$ cat config.mk
export PLATFORM = sky130hd
export DESIGN_NAME = pipe_hazard_ctrl
export DESIGN_NICKNAME = d
export VERILOG_FILES = /design/src/rtl/pipe_pkg.sv /design/src/rtl/pipe_hazard_ctrl_fwd_sel.sv /design/src/rtl/pipe_hazard_ctrl.sv
export SDC_FILE = /design/constraint.sdc
export NUM_CORES = 1
export LEC_CHECK = 0
export BUFFER_PORTS_ARGS = -buffer_cell sky130_fd_sc_hd__buf_4
export CAP_MARGIN = 20
export CORE_MARGIN = 4
export CORE_UTILIZATION = 38
export CTS_CLUSTER_SIZE = 8
export DETAILED_ROUTE_END_ITERATION = 16
export GPL_ROUTABILITY_DRIVEN = 0
export PLACE_DENSITY_LB_ADDON = 0.1
export SLEW_MARGIN = 30
export SYNTH_ARGS = -nofsm -noshare
export SYNTH_HDL_FRONTEND = slang
export SYNTH_HIERARCHICAL = 1
export SYNTH_SLANG_ARGS = --single-unit
$ cat constraint.sdc
create_clock -name clk -period 1.5 [get_ports clk]
set_clock_uncertainty 0.15 [all_clocks]
set_input_delay 0.15 -clock clk [delete_from_list [all_inputs] [get_ports clk]]
set_output_delay 0.15 -clock clk [all_outputs]
set_load 0.01 [all_outputs]
$ cat src/rtl/pipe_pkg.sv
// Shared types and constants for the RV32 pipeline hazard/sequencing control.
package pipe_pkg;

    typedef enum logic [1:0] {
        RUN       = 2'd0,
        MEM_WAIT  = 2'd1,
        MEM_ABORT = 2'd2
    } state_e;

    localparam logic [1:0] FWD_RF    = 2'b00;
    localparam logic [1:0] FWD_EXMEM = 2'b10;
    localparam logic [1:0] FWD_MEMWB = 2'b01;

    localparam logic [4:0] REG_ZERO  = 5'd0;

endpackage

$ cat src/rtl/pipe_hazard_ctrl_fwd_sel.sv
// EX-stage forwarding source selector for one source operand.
// EX/MEM wins over MEM/WB because it holds the younger result; x0 never forwards.
module fwd_sel
    import pipe_pkg::*;
(
    input  logic [4:0] ex_rs,
    input  logic [4:0] mem_rd,
    input  logic       mem_regwrite,
    input  logic [4:0] wb_rd,
    input  logic       wb_regwrite,
    output logic [1:0] fwd
);

    logic hit_mem;
    logic hit_wb;

    assign hit_mem = mem_regwrite && (mem_rd != REG_ZERO) && (mem_rd == ex_rs);
    assign hit_wb  = wb_regwrite  && (wb_rd  != REG_ZERO) && (wb_rd  == ex_rs);

    always_comb begin
        fwd = FWD_RF;
        if (hit_mem) begin
            fwd = FWD_EXMEM;
        end else if (hit_wb) begin
            fwd = FWD_MEMWB;
        end
    end

endmodule

$ cat src/rtl/pipe_hazard_ctrl.sv
// Pipeline sequencer: stall/flush/forward control plus the data-memory wait/timeout FSM.
// Optional performance counters are built when PIPE_PERF_CNT_EN is defined.
module pipe_hazard_ctrl
    import pipe_pkg::*;
#(
    parameter int MEM_TIMEOUT = 16,
    parameter int TO_W        = 8,
    parameter int PERF_W      = 32
) (
    input  logic              clk,
    input  logic              rstn,
    input  logic [4:0]        id_rs1,
    input  logic [4:0]        id_rs2,
    input  logic [4:0]        ex_rs1,
    input  logic [4:0]        ex_rs2,
    input  logic [4:0]        ex_rd,
    input  logic              ex_memread,
    input  logic              ex_branch_taken,
    input  logic [4:0]        mem_rd,
    input  logic              mem_regwrite,
    input  logic              mem_access,
    input  logic [4:0]        wb_rd,
    input  logic              wb_regwrite,
    input  logic              dmem_ready,
    input  logic              err_clr,
    output logic              dmem_req,
    output logic              pc_stall,
    output logic              if_id_stall,
    output logic              id_ex_stall,
    output logic              ex_mem_stall,
    output logic              if_id_flush,
    output logic              id_ex_flush,
    output logic              ex_mem_flush,
    output logic              mem_wb_flush,
    output logic [1:0]        forward_a,
    output logic [1:0]        forward_b,
    output logic              mem_err,
    output logic [PERF_W-1:0] stall_cycles,
    output logic [PERF_W-1:0] flush_events
);

    state_e          state_q, state_d;
    logic [TO_W-1:0] wait_cnt_q, wait_cnt_d;
    logic            mem_err_q, mem_err_d;

    logic            load_use;
    logic            freeze;
    logic            abort;
    logic            hazard_ok;
    logic            req;
    logic            branch_flush;
    logic            load_use_hold;
    logic [1:0]      fwd_a_raw;
    logic [1:0]      fwd_b_raw;

    assign load_use = ex_memread && (ex_rd != REG_ZERO) &&
                      ((ex_rd == id_rs1) || (ex_rd == id_rs2));

    // hazard_ok marks cycles where the whole pipeline advances, so branch and
    // load-use handling apply; this includes the MEM_WAIT release cycle.
    always_comb begin
        state_d    = state_q;
        wait_cnt_d = wait_cnt_q;
        mem_err_d  = mem_err_q;
        freeze     = 1'b0;
        abort      = 1'b0;
        hazard_ok  = 1'b0;
        req        = 1'b0;
        unique case (state_q)
            RUN: begin
                req = mem_access;
                if (mem_access && !dmem_ready) begin
                    freeze     = 1'b1;
                    state_d    = MEM_WAIT;
                    wait_cnt_d = TO_W'(1);
                end else begin
                    hazard_ok = 1'b1;
                end
            end
            MEM_WAIT: begin
                req = mem_access;
                if (dmem_ready) begin
                    hazard_ok  = 1'b1;
                    state_d    = RUN;
                    wait_cnt_d = '0;
                end else begin
                    freeze = 1'b1;
                    if (wait_cnt_q == TO_W'(MEM_TIMEOUT)) begin
                        state_d = MEM_ABORT;
                    end else begin
                        wait_cnt_d = wait_cnt_q + TO_W'(1);
                    end
                end
            end
            MEM_ABORT: begin
                abort      = 1'b1;
                state_d    = RUN;
                wait_cnt_d = '0;
            end
            default: begin
                state_d    = RUN;
                wait_cnt_d = '0;
            end
        endcase
        if (err_clr) begin
            mem_err_d = 1'b0;
        end
        if (abort) begin
            mem_err_d = 1'b1;
        end
    end

    assign branch_flush  = hazard_ok && ex_branch_taken;
    assign load_use_hold = hazard_ok && !ex_branch_taken && load_use;

    always_ff @(posedge clk or negedge rstn) begin
        if (!rstn) begin
            state_q    <= RUN;
            wait_cnt_q <= '0;
            mem_err_q  <= 1'b0;
        end else begin
            state_q    <= state_d;
            wait_cnt_q <= wait_cnt_d;
            mem_err_q  <= mem_err_d;
        end
    end

    fwd_sel u_fwd_a (
        .ex_rs        (ex_rs1),
        .mem_rd       (mem_rd),
        .mem_regwrite (mem_regwrite),
        .wb_rd        (wb_rd),
        .wb_regwrite  (wb_regwrite),
        .fwd          (fwd_a_raw)
    );

    fwd_sel u_fwd_b (
        .ex_rs        (ex_rs2),
        .mem_rd       (mem_rd),
        .mem_regwrite (mem_regwrite),
        .wb_rd        (wb_rd),
        .wb_regwrite  (wb_regwrite),
        .fwd          (fwd_b_raw)
    );

    // Every output is forced low while reset is held, including the combinational ones.
    assign dmem_req     = rstn && req;
    assign pc_stall     = rstn && (freeze || abort || load_use_hold);
    assign if_id_stall  = rstn && (freeze || abort || load_use_hold);
    assign id_ex_stall  = rstn && (freeze || abort);
    assign ex_mem_stall = rstn && freeze;
    assign if_id_flush  = rstn && branch_flush;
    assign id_ex_flush  = rstn && (branch_flush || load_use_hold);
    assign ex_mem_flush = rstn && abort;
    assign mem_wb_flush = rstn && (freeze || abort);
    assign forward_a    = rstn ? fwd_a_raw : FWD_RF;
    assign forward_b    = rstn ? fwd_b_raw : FWD_RF;
    assign mem_err      = rstn && mem_err_q;

`ifdef PIPE_PERF_CNT_EN
    logic [PERF_W-1:0] stall_cycles_q, stall_cycles_d;
    logic [PERF_W-1:0] flush_events_q, flush_events_d;

    always_comb begin
        stall_cycles_d = stall_cycles_q;
        flush_events_d = flush_events_q;
        if (pc_stall) begin
            stall_cycles_d = stall_cycles_q + PERF_W'(1);
        end
        if (if_id_flush || ex_mem_flush) begin
            flush_events_d = flush_events_q + PERF_W'(1);
        end
    end

    always_ff @(posedge clk or negedge rstn) begin
        if (!rstn) begin
            stall_cycles_q <= '0;
            flush_events_q <= '0;
        end else begin
            stall_cycles_q <= stall_cycles_d;
            flush_events_q <= flush_events_d;
        end
    end

    assign stall_cycles = stall_cycles_q;
    assign flush_events = flush_events_q;
`else
    assign stall_cycles = '0;
    assign flush_events = '0;
`endif

endmodule

==> impl_metrics.csv <==
group,metric,value,unit
status,status,"complete, but fails checks",
status,violations,"setup timing",
finish,drive_gt1_share,49.0,%
route,wl,4510,um
critical_path,cp-end-kind,"output port",
power,power.leakage,1.26,nW
grt,grt_pass1_vias,1474,
grt,antenna_found_initial,0,
finish,utilization,58.9,%
route,drtAntennaViolNets,0,
cts,clkLatencyLatePin,0.25,ns
sta,totalNegativeSetupSlack,-1.48,ns
synthesis,yosys.area.top_type,"buf_4",
floorplan,rows,24,
critical_path,path_max_fanout,2,
grt,overflow,0,
place,port_buffers,57,
cts,cts_tree,"built",
critical_path,cp-startpoint,"state_q[0]",
synthesis,yosys_warnings,6,
floorplan,die_h,75.9,um
grt,groute.usage.overall,14.7,%
sta,fmax,566,MHz
floorplan,pin_count,122,
synthesis,synth_edf_count,0,
critical_path,timing.rr.start,"wait_cnt_q[0]",
synthesis,ys_seq_elements,11,
place,dp_hpwl,3580,um
hold_path,hold_path.class,"input port to register",
sta,finalSetupViolCount,10,
synthesis,syn-cell-area,1750,um2
critical_path,worstPathArrival,1.47,ns
sta,hold_viol,0,
cts,clk_pin_slew_worst_paths,0.05,ns
sta,final.setup.worst_slack,-0.267,ns
route,vias,1506,
synthesis,synth_ff_type,"dfrtp_1",
synthesis,ys_async_sr_fraction,100,%
synthesis,synth_most_common_cell,"buf_4",
route,wl_per_cell,12.8,um
route,drc,0,
synthesis,ys_seq_area_share,15.7,%
floorplan,start_util,39.7,%
critical_path,path_class,"register to output port",
floorplan,die_area,5770,um2
sta,rsz0062_at_grt,"yes",
grt,grt_pass1_wl,7090,um
finish,final_nets,347,
synthesis,synth_common_cells,"buf_4, xor2_1, nor2_1, xnor2_1, dfrtp_1",
route,vias_per_cell,4.28,
finish,area_growth,48.1,%
power,peakVddDrop,0.000525,V
synthesis,yosysUniqueCellTypes,50,
synthesis,synth_area_leaders,"buf_4, dfrtp_1, xor2_1",
sta,fin_crit,1.77,ns
sta,period_share,118,%
synthesis,yosys.area.top_type_share,29.1,%
sta,hold_ws,0.0282,ns
floorplan,die_width,75.9,um
critical_path,start_kind,"register",
cts,htreeDepth,1,
floorplan,coreArea,4410,um2
cts,cts_max_path_buffers,2,
critical_path,cp.required,1.20,ns
grt,grt_start_max_net_pins,10,
power,cellPowerDensity,615,nW/um2
cts,root_buffer,"clkbuf_8",
synthesis,syn_avg_cell_area,8.39,um2
route,drt-initial-drc-count,26,
finish,fillers,419,
route,dr.pass1.iters,4,
cts,cts.sinks,11,
finish,n_antenna_cell,0,
job,maxCapViolCount,0,
synthesis,syn_inst,209,
cts,numCtsBuffers,3,
sta,slew_violations,0,
hold_path,hp-start,"err_clr",
registers in the layout, indices dropped and copies added (netlist names):
signal / flops
wait_cnt_q: 8
mem_err_q: 1
state_q: 2
stage by stage:
step	cell area, um2	cells	worst slack (ns)	power [W]
2_1_floorplan	2010	272	-0.139	0.000857
5_1_grt	2600	352	-0.394	0.00172
4_1_cts	2420	352	-0.281	0.00151
3_3_place_gp	2170	337	-0.0950	0.00104
6_report	2600	352	-0.267	0.00160
3_5_place_dp	2170	337	-0.121	0.00105
power breakdown:
part	total [W]	internal, W	leakage (nW)	switching, W
registers	0.000349	0.000328	0.149	0.0000203
clock network	0.000317	0.000184	0.0255	0.000134
logic	0.000933	0.000463	1.08	0.000470
total	0.00160	0.000976	1.26	0.000624
final cells by class:
| cell class | instances | area [um2] | share of cell area (%) |
|---|---|---|---|
| clock buffer | 3 | 41.3 | 1.59 |
| clock inverter | 1 | 5.00 | 0.193 |
| inverter | 6 | 25.0 | 0.963 |
| multi-input combinational | 185 | 1400 | 53.9 |
| sequential | 11 | 275 | 10.6 |
| tap | 52 | 65.1 | 2.50 |
| timing repair buffer | 94 | 787 | 30.3 |
kinds of logic after synthesis:
kind of cell / synth area share, %
adder cells (fa/ha/maj): 1.43
multiplexers: 1.43
XOR/XNOR: 15.5
AND/OR/NAND/NOR: 20.7
AO/OA/AOI/OAI: 13.8
buffers and inverters: 31.3
other: 0.214
flip-flops: 15.7
worst paths after layout:
kind | to | slack (ns) | cells after the start
worst max-delay path | if_id_stall | -0.27 | 5
worst min-delay path | mem_err_q | 0.03 | 3
worst max register to register | wait_cnt_q[1] | -0.11 | 6
worst min register to register | mem_err_q | 0.32 | 1
max in group asynchronous | state_q[0] | 0.65 | 3
min in group asynchronous | wait_cnt_q[3] | 0.30 | 3
critical path, cell delays in order (launching register included):
cell and delay (ns):
dfrtp_1 0.37, o21bai_1 0.17, and3b_2 0.25, o211ai_4 0.09
o31ai_4 0.18, buf_4 0.15
routing by layer:
| layer | track usage, % | vias to the layer above | share of wire [%] |
|---|---|---|---|
| met5 | 0 | - | 0 |
| met4 | 3.91 | 0 | 1.6 |
| met3 | 2.25 | 7 | 7.5 |
| met2 | 27.3 | 64 | 55 |
| met1 | 17.2 | 677 | 36 |
| li1 | - | 758 | - |
cell usage in the layout (no fill, tap or decap), types with 3 or more instances in the layout:
cell      Yosys  routed
a211oi_2      4       4
a21oi_1       6       6
and2_1        6       5
and2_4        2       3
buf_4        68      74
buf_6         1      17
clkbuf_8      0       3
conb_1        1      64
dfrtp_1      11      11
inv_2         1       3
nand2_1       5       5
nand3_1       5       4
nor2_1       13       9
nor2_2        2       3
nor2_4        0       3
nor3_1        7       6
nor3_2        3       4
o21ai_2       1       3
xnor2_1      13       8
xnor2_2       0       5
xor2_1       18      16
what timing repair did:
action,4_1_cts,5_1_grt
hold buffers,2,0
cloned,0,0
gates resized for setup,26,35
endpoints found under the setup margin,11,21
buffers inserted,9,0
hold endpoints to repair,11,0
pin swaps,13,29
No activity file was read; power rests on OpenSTA's default activity.
